[src/rtl/mc_pkg.sv]
// mc_pkg: shared definitions for the multi-cycle control sequencer.
// Holds the instruction field positions, opcode/funct constants, the FSM state
// encoding and the decoded opcode-class record passed from mc_opclass to the top.
package mc_pkg;

    localparam int unsigned InstrW      = 32;
    localparam int unsigned OpMsb       = 31;
    localparam int unsigned OpLsb       = 26;
    localparam int unsigned FunctSubBit = 1;   // funct[1]: 0 = add, 1 = sub

    localparam logic [5:0] OpRtype = 6'b000000;
    localparam logic [5:0] OpAddi  = 6'b001000;
    localparam logic [5:0] OpLw    = 6'b100011;
    localparam logic [5:0] OpSw    = 6'b101011;
    localparam logic [5:0] OpBeq   = 6'b000100;
    localparam logic [5:0] OpHalt  = 6'b111111;

    localparam logic [5:0] FunctAdd = 6'b100000;
    localparam logic [5:0] FunctSub = 6'b100010;

    typedef enum logic [2:0] {
        StIdle   = 3'd0,
        StFetch  = 3'd1,
        StDecode = 3'd2,
        StExec   = 3'd3,
        StMem    = 3'd4,
        StWb     = 3'd5,
        StHalt   = 3'd6
    } state_e;

    typedef struct packed {
        logic is_rtype;
        logic is_addi;
        logic is_lw;
        logic is_sw;
        logic is_beq;
        logic is_halt;
        logic is_illegal;
    } opclass_t;

    function automatic logic [5:0] get_opcode(input logic [InstrW-1:0] instr);
        return instr[OpMsb:OpLsb];
    endfunction

endpackage

[src/rtl/mc_sequencer_if.sv]
// mc_sequencer_if: datapath/memory-side bundle of the control sequencer.
//   master : sequencer side - takes run, IR contents, ALU flag, memory acks;
//            drives memory requests, datapath selects/enables, status, counters.
//   slave  : datapath/environment side (mirror directions).
interface mc_sequencer_if
    import mc_pkg::*;
#(
    parameter int unsigned CNT_W = 32
);
    logic              run;
    logic [InstrW-1:0] instr;
    logic              alu_eq;
    logic              imem_ack;
    logic              dmem_ack;

    logic              imem_req;
    logic              dmem_req;
    logic              dmem_we;
    logic              ir_we;
    logic              pc_we;
    logic              pc_src;
    logic              reg_we;
    logic              reg_dst;
    logic              mem_to_reg;
    logic              alu_src;
    logic              alu_op;
    logic              busy;
    logic              halted;
    logic              illegal;
    logic              timeout;
    logic [CNT_W-1:0]  retired_cnt;
    logic [CNT_W-1:0]  cycle_cnt;

    modport master (
        input  run, instr, alu_eq, imem_ack, dmem_ack,
        output imem_req, dmem_req, dmem_we, ir_we, pc_we, pc_src, reg_we, reg_dst,
               mem_to_reg, alu_src, alu_op, busy, halted, illegal, timeout,
               retired_cnt, cycle_cnt
    );

    modport slave (
        output run, instr, alu_eq, imem_ack, dmem_ack,
        input  imem_req, dmem_req, dmem_we, ir_we, pc_we, pc_src, reg_we, reg_dst,
               mem_to_reg, alu_src, alu_op, busy, halted, illegal, timeout,
               retired_cnt, cycle_cnt
    );
endinterface

[src/rtl/mc_opclass.sv]
// mc_opclass: combinational opcode classifier.
//   i_opcode : instruction opcode field
//   o_class  : one-hot class {rtype, addi, lw, sw, beq, halt, illegal}
module mc_opclass
    import mc_pkg::*;
(
    input  logic [5:0] i_opcode,
    output opclass_t   o_class
);

    always_comb begin
        o_class = '0;
        case (i_opcode)
            OpRtype: o_class.is_rtype   = 1'b1;
            OpAddi:  o_class.is_addi    = 1'b1;
            OpLw:    o_class.is_lw      = 1'b1;
            OpSw:    o_class.is_sw      = 1'b1;
            OpBeq:   o_class.is_beq     = 1'b1;
            OpHalt:  o_class.is_halt    = 1'b1;
            default: o_class.is_illegal = 1'b1;
        endcase
    end

endmodule

[src/rtl/mc_sequencer.sv]
// mc_sequencer: multi-cycle control FSM for the PC/IR/regfile/ALU/dmem datapath.
// Steps each instruction through FETCH/DECODE/EXEC/MEM/WB, waits on memory acks
// with a bounded wait counter, and keeps retired/busy-cycle counters and sticky
// halt-cause flags.
//   i_clk   : clock, rising edge
//   i_rst_n : asynchronous active-low reset
//   io_bus  : mc_sequencer_if master (handshakes, datapath controls, status)
module mc_sequencer
    import mc_pkg::*;
#(
    parameter int unsigned CNT_W    = 32,
    parameter int unsigned WAIT_MAX = 16
) (
    input  logic           i_clk,
    input  logic           i_rst_n,
    mc_sequencer_if.master io_bus
);

    localparam int unsigned     WaitW    = $clog2(WAIT_MAX + 1);
    localparam logic [WaitW-1:0] WaitLast = WaitW'(WAIT_MAX - 1);

    state_e           r_state;
    state_e           w_state_next;
    logic [WaitW-1:0] r_wait;
    logic [WaitW-1:0] w_wait_next;
    logic             r_illegal;
    logic             r_timeout;
    logic [CNT_W-1:0] r_retired;
    logic [CNT_W-1:0] r_cycles;

    logic             w_set_illegal;
    logic             w_set_timeout;
    logic             w_retire;
    logic             w_busy;
    logic             w_alu_src_x;
    logic             w_alu_op_x;
    opclass_t         w_class;
    logic             w_unused_instr;

    mc_opclass u_opclass (
        .i_opcode (get_opcode(io_bus.instr)),
        .o_class  (w_class)
    );

    // Only the opcode and funct[1] steer control; the rest belongs to the datapath.
    assign w_unused_instr = ^{io_bus.instr[25:2], io_bus.instr[0]};

    // ALU selects shared by EXEC and WB.
    assign w_alu_src_x = w_class.is_addi | w_class.is_lw | w_class.is_sw;
    assign w_alu_op_x  = w_class.is_beq | (w_class.is_rtype & io_bus.instr[FunctSubBit]);

    assign w_busy = (r_state != StIdle) && (r_state != StHalt);

    always_comb begin
        w_state_next      = r_state;
        w_wait_next       = '0;   // wait counter only survives while stalled
        w_set_illegal     = 1'b0;
        w_set_timeout     = 1'b0;
        w_retire          = 1'b0;
        io_bus.imem_req   = 1'b0;
        io_bus.dmem_req   = 1'b0;
        io_bus.dmem_we    = 1'b0;
        io_bus.ir_we      = 1'b0;
        io_bus.pc_we      = 1'b0;
        io_bus.pc_src     = 1'b0;
        io_bus.reg_we     = 1'b0;
        io_bus.reg_dst    = 1'b0;
        io_bus.mem_to_reg = 1'b0;
        io_bus.alu_src    = 1'b0;
        io_bus.alu_op     = 1'b0;

        case (r_state)
            StIdle: begin
                if (io_bus.run) w_state_next = StFetch;
            end
            StFetch: begin
                io_bus.imem_req = 1'b1;
                io_bus.ir_we    = io_bus.imem_ack;
                if (io_bus.imem_ack) begin
                    w_state_next = StDecode;
                end else if (r_wait == WaitLast) begin
                    w_state_next  = StHalt;
                    w_set_timeout = 1'b1;
                end else begin
                    w_wait_next = r_wait + 1'b1;
                end
            end
            StDecode: begin
                if (w_class.is_halt) begin
                    w_state_next = StHalt;
                end else if (w_class.is_illegal) begin
                    w_state_next  = StHalt;
                    w_set_illegal = 1'b1;
                end else begin
                    w_state_next = StExec;
                end
            end
            StExec: begin
                io_bus.alu_src = w_alu_src_x;
                io_bus.alu_op  = w_alu_op_x;
                if (w_class.is_beq) begin
                    io_bus.pc_we  = 1'b1;
                    io_bus.pc_src = io_bus.alu_eq;
                    w_retire      = 1'b1;
                    w_state_next  = StFetch;
                end else if (w_class.is_lw || w_class.is_sw) begin
                    w_state_next = StMem;
                end else begin
                    w_state_next = StWb;
                end
            end
            StMem: begin
                io_bus.dmem_req = 1'b1;
                io_bus.dmem_we  = w_class.is_sw;
                io_bus.alu_src  = 1'b1;
                if (io_bus.dmem_ack) begin
                    if (w_class.is_sw) begin
                        io_bus.pc_we = 1'b1;
                        w_retire     = 1'b1;
                        w_state_next = StFetch;
                    end else begin
                        w_state_next = StWb;
                    end
                end else if (r_wait == WaitLast) begin
                    w_state_next  = StHalt;
                    w_set_timeout = 1'b1;
                end else begin
                    w_wait_next = r_wait + 1'b1;
                end
            end
            StWb: begin
                io_bus.reg_we     = 1'b1;
                io_bus.reg_dst    = w_class.is_rtype;
                io_bus.mem_to_reg = w_class.is_lw;
                io_bus.alu_src    = w_alu_src_x;
                io_bus.alu_op     = w_alu_op_x;
                io_bus.pc_we      = 1'b1;
                w_retire          = 1'b1;
                w_state_next      = StFetch;
            end
            StHalt: begin
                w_state_next = StHalt;
            end
            default: begin
                w_state_next = StIdle;
            end
        endcase
    end

    always_ff @(posedge i_clk or negedge i_rst_n) begin
        if (!i_rst_n) begin
            r_state   <= StIdle;
            r_wait    <= '0;
            r_illegal <= 1'b0;
            r_timeout <= 1'b0;
            r_retired <= '0;
            r_cycles  <= '0;
        end else begin
            r_state <= w_state_next;
            r_wait  <= w_wait_next;
            if (w_set_illegal) r_illegal <= 1'b1;
            if (w_set_timeout) r_timeout <= 1'b1;
            // Both counters saturate at all-ones.
            if (w_retire && (r_retired != '1)) r_retired <= r_retired + 1'b1;
            if (w_busy && (r_cycles != '1)) r_cycles <= r_cycles + 1'b1;
        end
    end

    assign io_bus.busy        = w_busy;
    assign io_bus.halted      = (r_state == StHalt);
    assign io_bus.illegal     = r_illegal;
    assign io_bus.timeout     = r_timeout;
    assign io_bus.retired_cnt = r_retired;
    assign io_bus.cycle_cnt   = r_cycles;

endmodule
[src/flat_wrapper.sv]
// flat-port wrapper written by rule: the top's interface ports become plain ports
module mc_sequencer_flat import mc_pkg::*;
#(
    parameter int unsigned CNT_W    = 32,
    parameter int unsigned WAIT_MAX = 16
)
  (i_clk, i_rst_n, io_bus_run, io_bus_instr, io_bus_alu_eq, io_bus_imem_ack, io_bus_dmem_ack, io_bus_imem_req, io_bus_dmem_req, io_bus_dmem_we, io_bus_ir_we, io_bus_pc_we, io_bus_pc_src, io_bus_reg_we, io_bus_reg_dst, io_bus_mem_to_reg, io_bus_alu_src, io_bus_alu_op, io_bus_busy, io_bus_halted, io_bus_illegal, io_bus_timeout, io_bus_retired_cnt, io_bus_cycle_cnt);
  mc_sequencer_if #(.CNT_W(CNT_W)) io_bus_i ();
  input  logic i_clk;
  input  logic i_rst_n;
  input wire logic [$bits(io_bus_i.run)-1:0] io_bus_run;
  input wire logic [$bits(io_bus_i.instr)-1:0] io_bus_instr;
  input wire logic [$bits(io_bus_i.alu_eq)-1:0] io_bus_alu_eq;
  input wire logic [$bits(io_bus_i.imem_ack)-1:0] io_bus_imem_ack;
  input wire logic [$bits(io_bus_i.dmem_ack)-1:0] io_bus_dmem_ack;
  output wire logic [$bits(io_bus_i.imem_req)-1:0] io_bus_imem_req;
  output wire logic [$bits(io_bus_i.dmem_req)-1:0] io_bus_dmem_req;
  output wire logic [$bits(io_bus_i.dmem_we)-1:0] io_bus_dmem_we;
  output wire logic [$bits(io_bus_i.ir_we)-1:0] io_bus_ir_we;
  output wire logic [$bits(io_bus_i.pc_we)-1:0] io_bus_pc_we;
  output wire logic [$bits(io_bus_i.pc_src)-1:0] io_bus_pc_src;
  output wire logic [$bits(io_bus_i.reg_we)-1:0] io_bus_reg_we;
  output wire logic [$bits(io_bus_i.reg_dst)-1:0] io_bus_reg_dst;
  output wire logic [$bits(io_bus_i.mem_to_reg)-1:0] io_bus_mem_to_reg;
  output wire logic [$bits(io_bus_i.alu_src)-1:0] io_bus_alu_src;
  output wire logic [$bits(io_bus_i.alu_op)-1:0] io_bus_alu_op;
  output wire logic [$bits(io_bus_i.busy)-1:0] io_bus_busy;
  output wire logic [$bits(io_bus_i.halted)-1:0] io_bus_halted;
  output wire logic [$bits(io_bus_i.illegal)-1:0] io_bus_illegal;
  output wire logic [$bits(io_bus_i.timeout)-1:0] io_bus_timeout;
  output wire logic [$bits(io_bus_i.retired_cnt)-1:0] io_bus_retired_cnt;
  output wire logic [$bits(io_bus_i.cycle_cnt)-1:0] io_bus_cycle_cnt;
  assign io_bus_i.run = io_bus_run;
  assign io_bus_i.instr = io_bus_instr;
  assign io_bus_i.alu_eq = io_bus_alu_eq;
  assign io_bus_i.imem_ack = io_bus_imem_ack;
  assign io_bus_i.dmem_ack = io_bus_dmem_ack;
  assign io_bus_imem_req = io_bus_i.imem_req;
  assign io_bus_dmem_req = io_bus_i.dmem_req;
  assign io_bus_dmem_we = io_bus_i.dmem_we;
  assign io_bus_ir_we = io_bus_i.ir_we;
  assign io_bus_pc_we = io_bus_i.pc_we;
  assign io_bus_pc_src = io_bus_i.pc_src;
  assign io_bus_reg_we = io_bus_i.reg_we;
  assign io_bus_reg_dst = io_bus_i.reg_dst;
  assign io_bus_mem_to_reg = io_bus_i.mem_to_reg;
  assign io_bus_alu_src = io_bus_i.alu_src;
  assign io_bus_alu_op = io_bus_i.alu_op;
  assign io_bus_busy = io_bus_i.busy;
  assign io_bus_halted = io_bus_i.halted;
  assign io_bus_illegal = io_bus_i.illegal;
  assign io_bus_timeout = io_bus_i.timeout;
  assign io_bus_retired_cnt = io_bus_i.retired_cnt;
  assign io_bus_cycle_cnt = io_bus_i.cycle_cnt;
  mc_sequencer #(.CNT_W(CNT_W), .WAIT_MAX(WAIT_MAX)) u_core (.i_clk(i_clk), .i_rst_n(i_rst_n), .io_bus(io_bus_i));
endmodule
[config.mk]
export PLATFORM = sky130hd
export DESIGN_NAME = mc_sequencer_flat
export DESIGN_NICKNAME = d
export VERILOG_FILES = /design/src/rtl/mc_pkg.sv /design/src/rtl/mc_sequencer_if.sv /design/src/rtl/mc_opclass.sv /design/src/rtl/mc_sequencer.sv /design/src/flat_wrapper.sv
export SDC_FILE = /design/constraint.sdc
export NUM_CORES = 1
export LEC_CHECK = 0
export CAP_MARGIN = 20
export CELL_PAD_IN_SITES_DETAIL_PLACEMENT = 1
export CELL_PAD_IN_SITES_GLOBAL_PLACEMENT = 1
export CORE_MARGIN = 10
export CORE_UTILIZATION = 38
export DETAILED_ROUTE_END_ITERATION = 10
export PLACE_DENSITY = 0.83
export SLEW_MARGIN = 40
export SYNTH_ARGS = -nofsm -noshare
export SYNTH_HDL_FRONTEND = slang
export SYNTH_HIERARCHICAL = 1
export SYNTH_SLANG_ARGS = --single-unit
export TNS_END_PERCENT = 5
[constraint.sdc]
create_clock -name i_clk -period 7.93 [get_ports i_clk]
set_input_delay 2.379 -clock i_clk [delete_from_list [all_inputs] [get_ports i_clk]]
set_output_delay 2.379 -clock i_clk [all_outputs]
set_load 0.005 [all_outputs]
==> reports/qor.yml <==
result_of_the_run: "finished clean"
critical_path.endpoint_type: "primary output"
timing.critical_path.mode_cell: "sky130_fd_sc_hd__clkdlybuf4s50_1"
final.setup_skew_ps: 9.24
hold_buffer_count_at_cts: 0
p_sw_mw: 0.380
synthFlopType: "sky130_fd_sc_hd__dfrtp_1"
multiInputGateArea_sq_um: 1930
crit_type: "in -> out"
layout.area.seq_sq_um: 1850
timing.final.ws_setup_ps: 729
drt_first_iter_violations: 210
synth-seq-cells: 74
cts-buffers-inserted: 9
slew_viol_final: 0
vias: 3317
ys.warnings.count: 6
gr_layer_usage_met2_pct: 25.6
io-pin-count: 117
antenna_cells: 0
worstSkewPairLatency_ps: 350
cp.required_ps: 5550
final_cell_count_without_fillers: 619
first_global_vias: 3545
layout_worst_path_cycle_share_pct: 90.8
critPathArrivalTime_ps: 4820
synth_area_sq_um: 3850
synth-adder-area-share_pct: 0.974
avgViaCountPerCell: 5.36
pin_count_of_the_biggest_net_entering_global_routing: 75
worst_path_largest_cell_delay_ps: 570
crit_path_start_kind: "input pin"
gr-total-overflow: 0
tritoncts_clock_tree: "yes"
timing.critical_path.slowest_stage_cell: "sky130_fd_sc_hd__or4_4"
clock_path_buffers: 2
cts_resized: 0
intPower_mw: 0.805
grt.busiest_layer: "met2"
weighted_congestion_at_the_end_of_routability_driven_global_placement: 0.847
comb_power_share_pct: 28.8
floorplan.core_area_sq_um: 9820
combinational_family_with_the_most_area_after_synthesis: "simple AND/OR/NAND/NOR gates"
starting_utilization_of_the_core_area_pct: 39.3
worst_pin_slew_ps: 669
route.final.wire_length_mm: 11.0
die_area_sq_um: 14600
die_w_microns: 121
grt_setup_unrepaired: "no"
global_route_met1_utilization_pct: 18.9
hold_path_class: "reg -> reg"
post-route-drc-count: 0
drt_first_pass_iters: 4
clock_sink_count: 74
postSynth.asyncResetShare_pct: 100
synth_nets: 425
nets: 523
synthesis.instances: 384
post_drt_wl_per_cell_microns: 17.7
cellPowerDensity_nw_per_um2: 231
proportion_of_layout_cells_with_a_drive_suffix_above_1_pct: 6.58
placement_rows: 36
achievable_frequency_ghz: 0.139
worst_path_dominant_cell_family: "simple AND/OR/NAND/NOR gates"
hold_path.startpoint: "u_core/r_wait[0]"
grt_pass1_wl_mm: 18.5
floorplan.die.height_microns: 121
power.switching_fraction_pct: 32.1
antenna_left: 0
crit_fanout: 9
period_minus_slack_ps: 7200
post_synth_mux_area_share_pct: 0.584
total_leakage_power_nw: 2.19
synth.yosys.seq_area_share_pct: 48.0
ir_worst_vdd_mv: 0.118
xor_and_xnor_area_share_after_synthesis_pct: 14.1
clock_tree.htree_level_count: 3
post_cts.repair.setup_buffers: 0
clockPowerShare_pct: 27.7
max_cap_viols: 0
met3_usage_pct: 4.19
syn2layout_area_growth_pct: 33.2
worst_slew_margin_rel_pct: 55.4
sum_of_net_half_perimeters_after_detailed_placement_mm: 8.23
avgSynthCellArea_sq_um: 10.0
number_of_fill_cells_in_the_layout: 1153
synth_enable_flop_cells: 0
setup-violations-final: 0
grt_antenna_before_repair: 0
synth-compound-area-share_pct: 5.97
crit_path_cell_trace: "clkdlybuf4s50_1 -> or4_4 -> nor3b_2 -> nand4b_1 -> and3_1 -> inv_4 -> clkdlybuf4s50_1"
yosys.area_share.simple_pct: 28.4
cts_root_buf: "sky130_fd_sc_hd__clkbuf_8"
pwr-share-seq_pct: 43.5
port-buffer-count: 91
timing.setup.tns_ps: 0
preCtsSetupSlack_ps: 716
dpl.cell_count: 604
worstPathBufferInverterCount: 3
startpoint: "io_bus_instr[27]"
final-hold-violation-count: 0
netlist-cell-type-count: 53
regToRegStartpoint: "u_core/r_state[0]"
gr-usage-all-layers_pct: 15.4
path_clk_slew_ps: 70
-- cells by family (layout without fill, tap and decap cells) --
| kind of cell | after synthesis | in the layout |
|---|---|---|
| flops | 74 | 74 |
| simple gates | 198 | 198 |
| compound gates | 30 | 30 |
| xor+xnor | 62 | 62 |
| fa+ha+maj | 3 | 3 |
| buf+inv | 15 | 117 |
| mux | 2 | 2 |
-- Yosys cell counts (all sizes together), types with 4 or more instances --
cell    count  share of area (%)
a21oi       6               0.78
and3       17                2.8
buf         4               0.81
clkbuf      4               0.42
dfrtp      74                 48
inv         7               0.75
nand2      32                3.1
nand2b      4               0.65
nand3      36                4.7
nand4      25                4.1
nor2       33                3.3
nor2b       4               0.65
nor3       19                2.8
nor4       12                2.5
o21ai       5               0.65
xnor2      28                6.4
xor2       34                7.7
-- final cells by class --
class	instances	area share [%]
timing repair buffer	95	18.4
multi-input combinational	295	37.5
tap	133	3.24
inverter	7	0.560
clock inverter	2	1.17
clock buffer	13	3.09
sequential	74	36.1
-- flip-flops by register name (all words and copies together) (netlist names) --
name,count
u_core/io_bus.illegal,1
u_core/r_state,3
u_core/r_wait,5
u_core/io_bus.retired_cnt,32
u_core/io_bus.cycle_cnt,32
u_core/io_bus.timeout,1
-- routing by layer --
layer	share of wire [%]	wire (microns)
met5	0	0
met4	1.4	149
met3	4.9	534
met2	49	5420
met1	44	4870
-- worst reg2reg max path: stages, from the launching register on --
cell and delay [ps]:
sky130_fd_sc_hd__dfrtp_1 750, sky130_fd_sc_hd__nand3b_1 280, sky130_fd_sc_hd__a311oi_1 570, sky130_fd_sc_hd__o211ai_1 350, sky130_fd_sc_hd__nor3_1 270, sky130_fd_sc_hd__xor2_1 180
-- metrics by stage --
step	instance area [sq um]	util, %	hold WS (ps)	total power, mW
floorplan	3850	-	444	0.682
global placement	4900	49.9	456	0.850
detailed placement	4920	50.1	460	0.867
CTS	5140	52.3	484	1.20
global route	5140	52.3	517	1.26
finish	5140	52.3	479	1.18
-- worst paths after layout --
kind	end	slack, ps	cells after the start
min in group asynchronous	u_core/io_bus.cycle_cnt[21]	2150	2
worst min-delay path	u_core/r_wait[0]	480	1
worst min register to register	u_core/r_wait[0]	480	1
worst max-delay path	io_bus_pc_we	730	7
worst max register to register	u_core/io_bus.retired_cnt[22]	5460	5
max in group asynchronous	u_core/io_bus.cycle_cnt[9]	5320	2
-- power by group through the flow --
| stage | Clock, mW | Sequential, mW | Combinational (mW) |
|---|---|---|---|
| 2_1_floorplan | 0 | 0.491 | 0.191 |
| 3_3_place_gp | 0 | 0.519 | 0.332 |
| 3_5_place_dp | 0 | 0.523 | 0.344 |
| 4_1_cts | 0.334 | 0.516 | 0.348 |
| 5_1_grt | 0.355 | 0.529 | 0.379 |
| 6_report | 0.328 | 0.516 | 0.341 |
-- layout by cell type (no fill, tap or decap), drive strengths merged, types with 2 or more instances in the layout --
master,netlist,routed
nor2,33,33
clkdlybuf4s50,0,90
ha,3,3
nor2b,4,4
mux2,2,2
nor4b,2,2
a31oi,3,3
nand4,25,25
inv,7,7
and2,2,2
nor4,12,12
xor2,34,34
a2bb2oi,2,2
nand2b,4,4
and4,3,3
xnor2,28,28
dfrtp,74,74
or4,3,3
nor3,19,19
nand3,36,36
and3,17,17
a21oi,6,6
bufinv,0,2
a211oi,3,3
o21ai,5,5
nand4b,2,2
buf,4,5
nand2,32,32
clkbuf,4,13
No activity file was read; power rests on OpenSTA's default activity.
==> RTL edit (same settings) <==
`CNT_W` is set to 32 in 3 places; all go to 64.
--- a/src/rtl/mc_sequencer_if.sv
+++ b/src/rtl/mc_sequencer_if.sv
@@ -6,5 +6,5 @@
     import mc_pkg::*;
 #(
-    parameter int unsigned CNT_W = 32
+    parameter int unsigned CNT_W = 64
 );
     logic              run;
--- a/src/rtl/mc_sequencer.sv
+++ b/src/rtl/mc_sequencer.sv
@@ -9,5 +9,5 @@
     import mc_pkg::*;
 #(
-    parameter int unsigned CNT_W    = 32,
+    parameter int unsigned CNT_W    = 64,
     parameter int unsigned WAIT_MAX = 16
 ) (
--- a/src/flat_wrapper.sv
+++ b/src/flat_wrapper.sv
@@ -2,5 +2,5 @@
 module mc_sequencer_flat import mc_pkg::*;
 #(
-    parameter int unsigned CNT_W    = 32,
+    parameter int unsigned CNT_W    = 64,
     parameter int unsigned WAIT_MAX = 16
 )
Interface: changed (resized io_bus_cycle_cnt and io_bus_retired_cnt); port bits go from 117 to 181. The function was not compared with the original's and may differ.
==> RTL edit against the unedited design <==
Critical path type unchanged. Final area rose by 84%. Worst setup slack improved by 0.021 ns. Critical path depth did not move. Clock power rose to 2.5 times the old value. Sequential cell count rose by 64. Wire length rose by 93%. Synthesized area rose by 82%. Power rose by 65%. First-iteration DRC count rose by 41%. Critical endpoint unchanged. Non-clock buffer count rose by 64. Synthesized cell count rose by 79%.
==> RTL edit: results (changes against the unedited design) <==
outcome complete, no violations; Hold WC Path Type flop to flop; hold worst-path end u_core/io_bus.illegal$_DFFE_PN0P_; vias in the first global route 6375 (+80%); cell leakage power 4.060 nW (+86%); Clk Latency, worst-skew pair 0.42 ns (+0.07 ns); Total Wirelength 21200 um (+93%); htree depth 4 (+1); largest net degree at the start of global routing 72 (-4.0%); R2R setup slack 5.07 ns (-0.39 ns); sw frac 28.28% (-3.8 points); HP Start u_core/io_bus.illegal$_DFFE_PN0P_; postcts setup bufs 0 (unchanged); VDD IR-drop max 0.1552 mV (+32%); Seq/Total Area, Yosys 49.32% (+1.3 points); placed wire-length estimate 15820 um (+92%); Vias per Instance 5.418 (+1.1%); crit-path max FO 8 (-1); IO Port Bufs 155 (+70%); CTS Buffer Depth 2 (unchanged); worst r2r path cells 7 (+2); Worst Skew 0.01937 ns (+0.01013 ns); dominant cells by area after synthesis dfrtp_1 (49%), xnor2_1 (8.8%), xor2_1 (7.3%); Final GP Congestion 0.8088 (-4.5%); worst hold stages 1 (unchanged); nets 895 (+71%); worst slack, placed 0.8243 ns (+0.1082 ns); placed inst area 8841 sq um (+80%); count of different cell masters after synthesis 60 (+13%); Syn. warnings 6 (unchanged); Mapped Cells 687 (+79%); leading area contributor after synthesis dfrtp_1; Final WS setup 0.7502 ns (+0.02087 ns); Root Buffer clkbuf_16; diode count 0 (unchanged); initial antenna violation count 0 (unchanged); global-route wire length before repair 34730 um (+87%); First DRT Iteration DRCs 297 (+41%); Reg2Reg Launch Point u_core/r_state[1]$_DFFE_PN0P_; share of cells above drive strength 1 7.382% (+0.80 points); Cell Count, Final, Fillers Out 1096 (+77%); drt first pass iters 4 (unchanged); critical path's slowest cell a311oi_4; crit path DAT 4.80 ns (-0.02 ns); clock slew at reported path FFs 0.06 ns; hold buffers post-CTS 0 (unchanged); most instantiated cells after synthesis dfrtp_1 (138), xnor2_1 (70), nand2_1 (64); TritonCTS Buffers 17 (+8); WHS 0.4660 ns (-0.01286 ns); Total GRT Usage 17.50% (+2.1 points); syn_nets 728 (+71%); Top delay family on crit path buffers and inverters; Slowest Stage Delay on Critical Path 0.68 ns (+0.11 ns); RR Endpoint u_core/io_bus.cycle_cnt[46]$_DFFE_PN0P_; Slew @ Worst Pin 0.7666 ns (+0.09744 ns)
RTL edit: cell count changes after synthesis, moves of 11 or more:
cell     unedited run  this run
dfrtp_1            74       138
xnor2_1            28        70
nand2_1            32        64
nand3_1            36        62
xor2_1             34        58
nor2_1             32        51
and2_1              2        16
nor3_1             18        30
nor4_1             10        22
nand4_1            25        36
RTL edit: power groups by stage:
stage,sequential (mW),combinational [mW],clock [mW]
after floorplan,0.800,0.163,0
after global placement,0.821,0.308,0
after detailed placement,0.823,0.318,0
after CTS,0.811,0.322,0.851
after global routing,0.821,0.349,0.884
final,0.811,0.317,0.832
RTL edit: routing by layer:
metal / GRT usage (%) / wire [um] / vias up
li1: - / - / 2782
met1: 21.32 / 9168 / 3017
met2: 29.17 / 10460 / 124
met3: 5.707 / 1328 / 15
met4: 4.545 / 245 / 0
met5: 0 / 0 / -
RTL edit: cell type report:
cell class	count	area, sq um
clock inverter	12	162.7
clock buffer	20	456.7
tap	229	286.5
timing repair buffer	159	1587
inverter	13	48.80
sequential	138	3453
multi-input combinational	525	3477
fill	2009	8553
RTL edit: how the worst max path moves through the flow:
stage	from	to	cells past startpoint
CTS	io_bus_instr[28]	io_bus_pc_we	7
global placement	io_bus_instr[28]	io_bus_pc_we	7
global route	io_bus_instr[28]	io_bus_pc_we	7
detailed placement	io_bus_instr[28]	io_bus_pc_we	7
finish	io_bus_instr[28]	io_bus_pc_we	7
floorplan	io_bus_instr[27]	io_bus_pc_we	4
RTL edit: kinds of logic after synthesis:
group	Yosys count	share of synthesized area [%]
AOI/OAI and AO/OA	32	3.967
xor gates and xnor gates	128	16.01
adders and majority gates	3	0.5362
buffers and inverters	24	1.376
DFF	138	49.32
muxes	1	0.1430
and+or+nand+nor	361	28.65
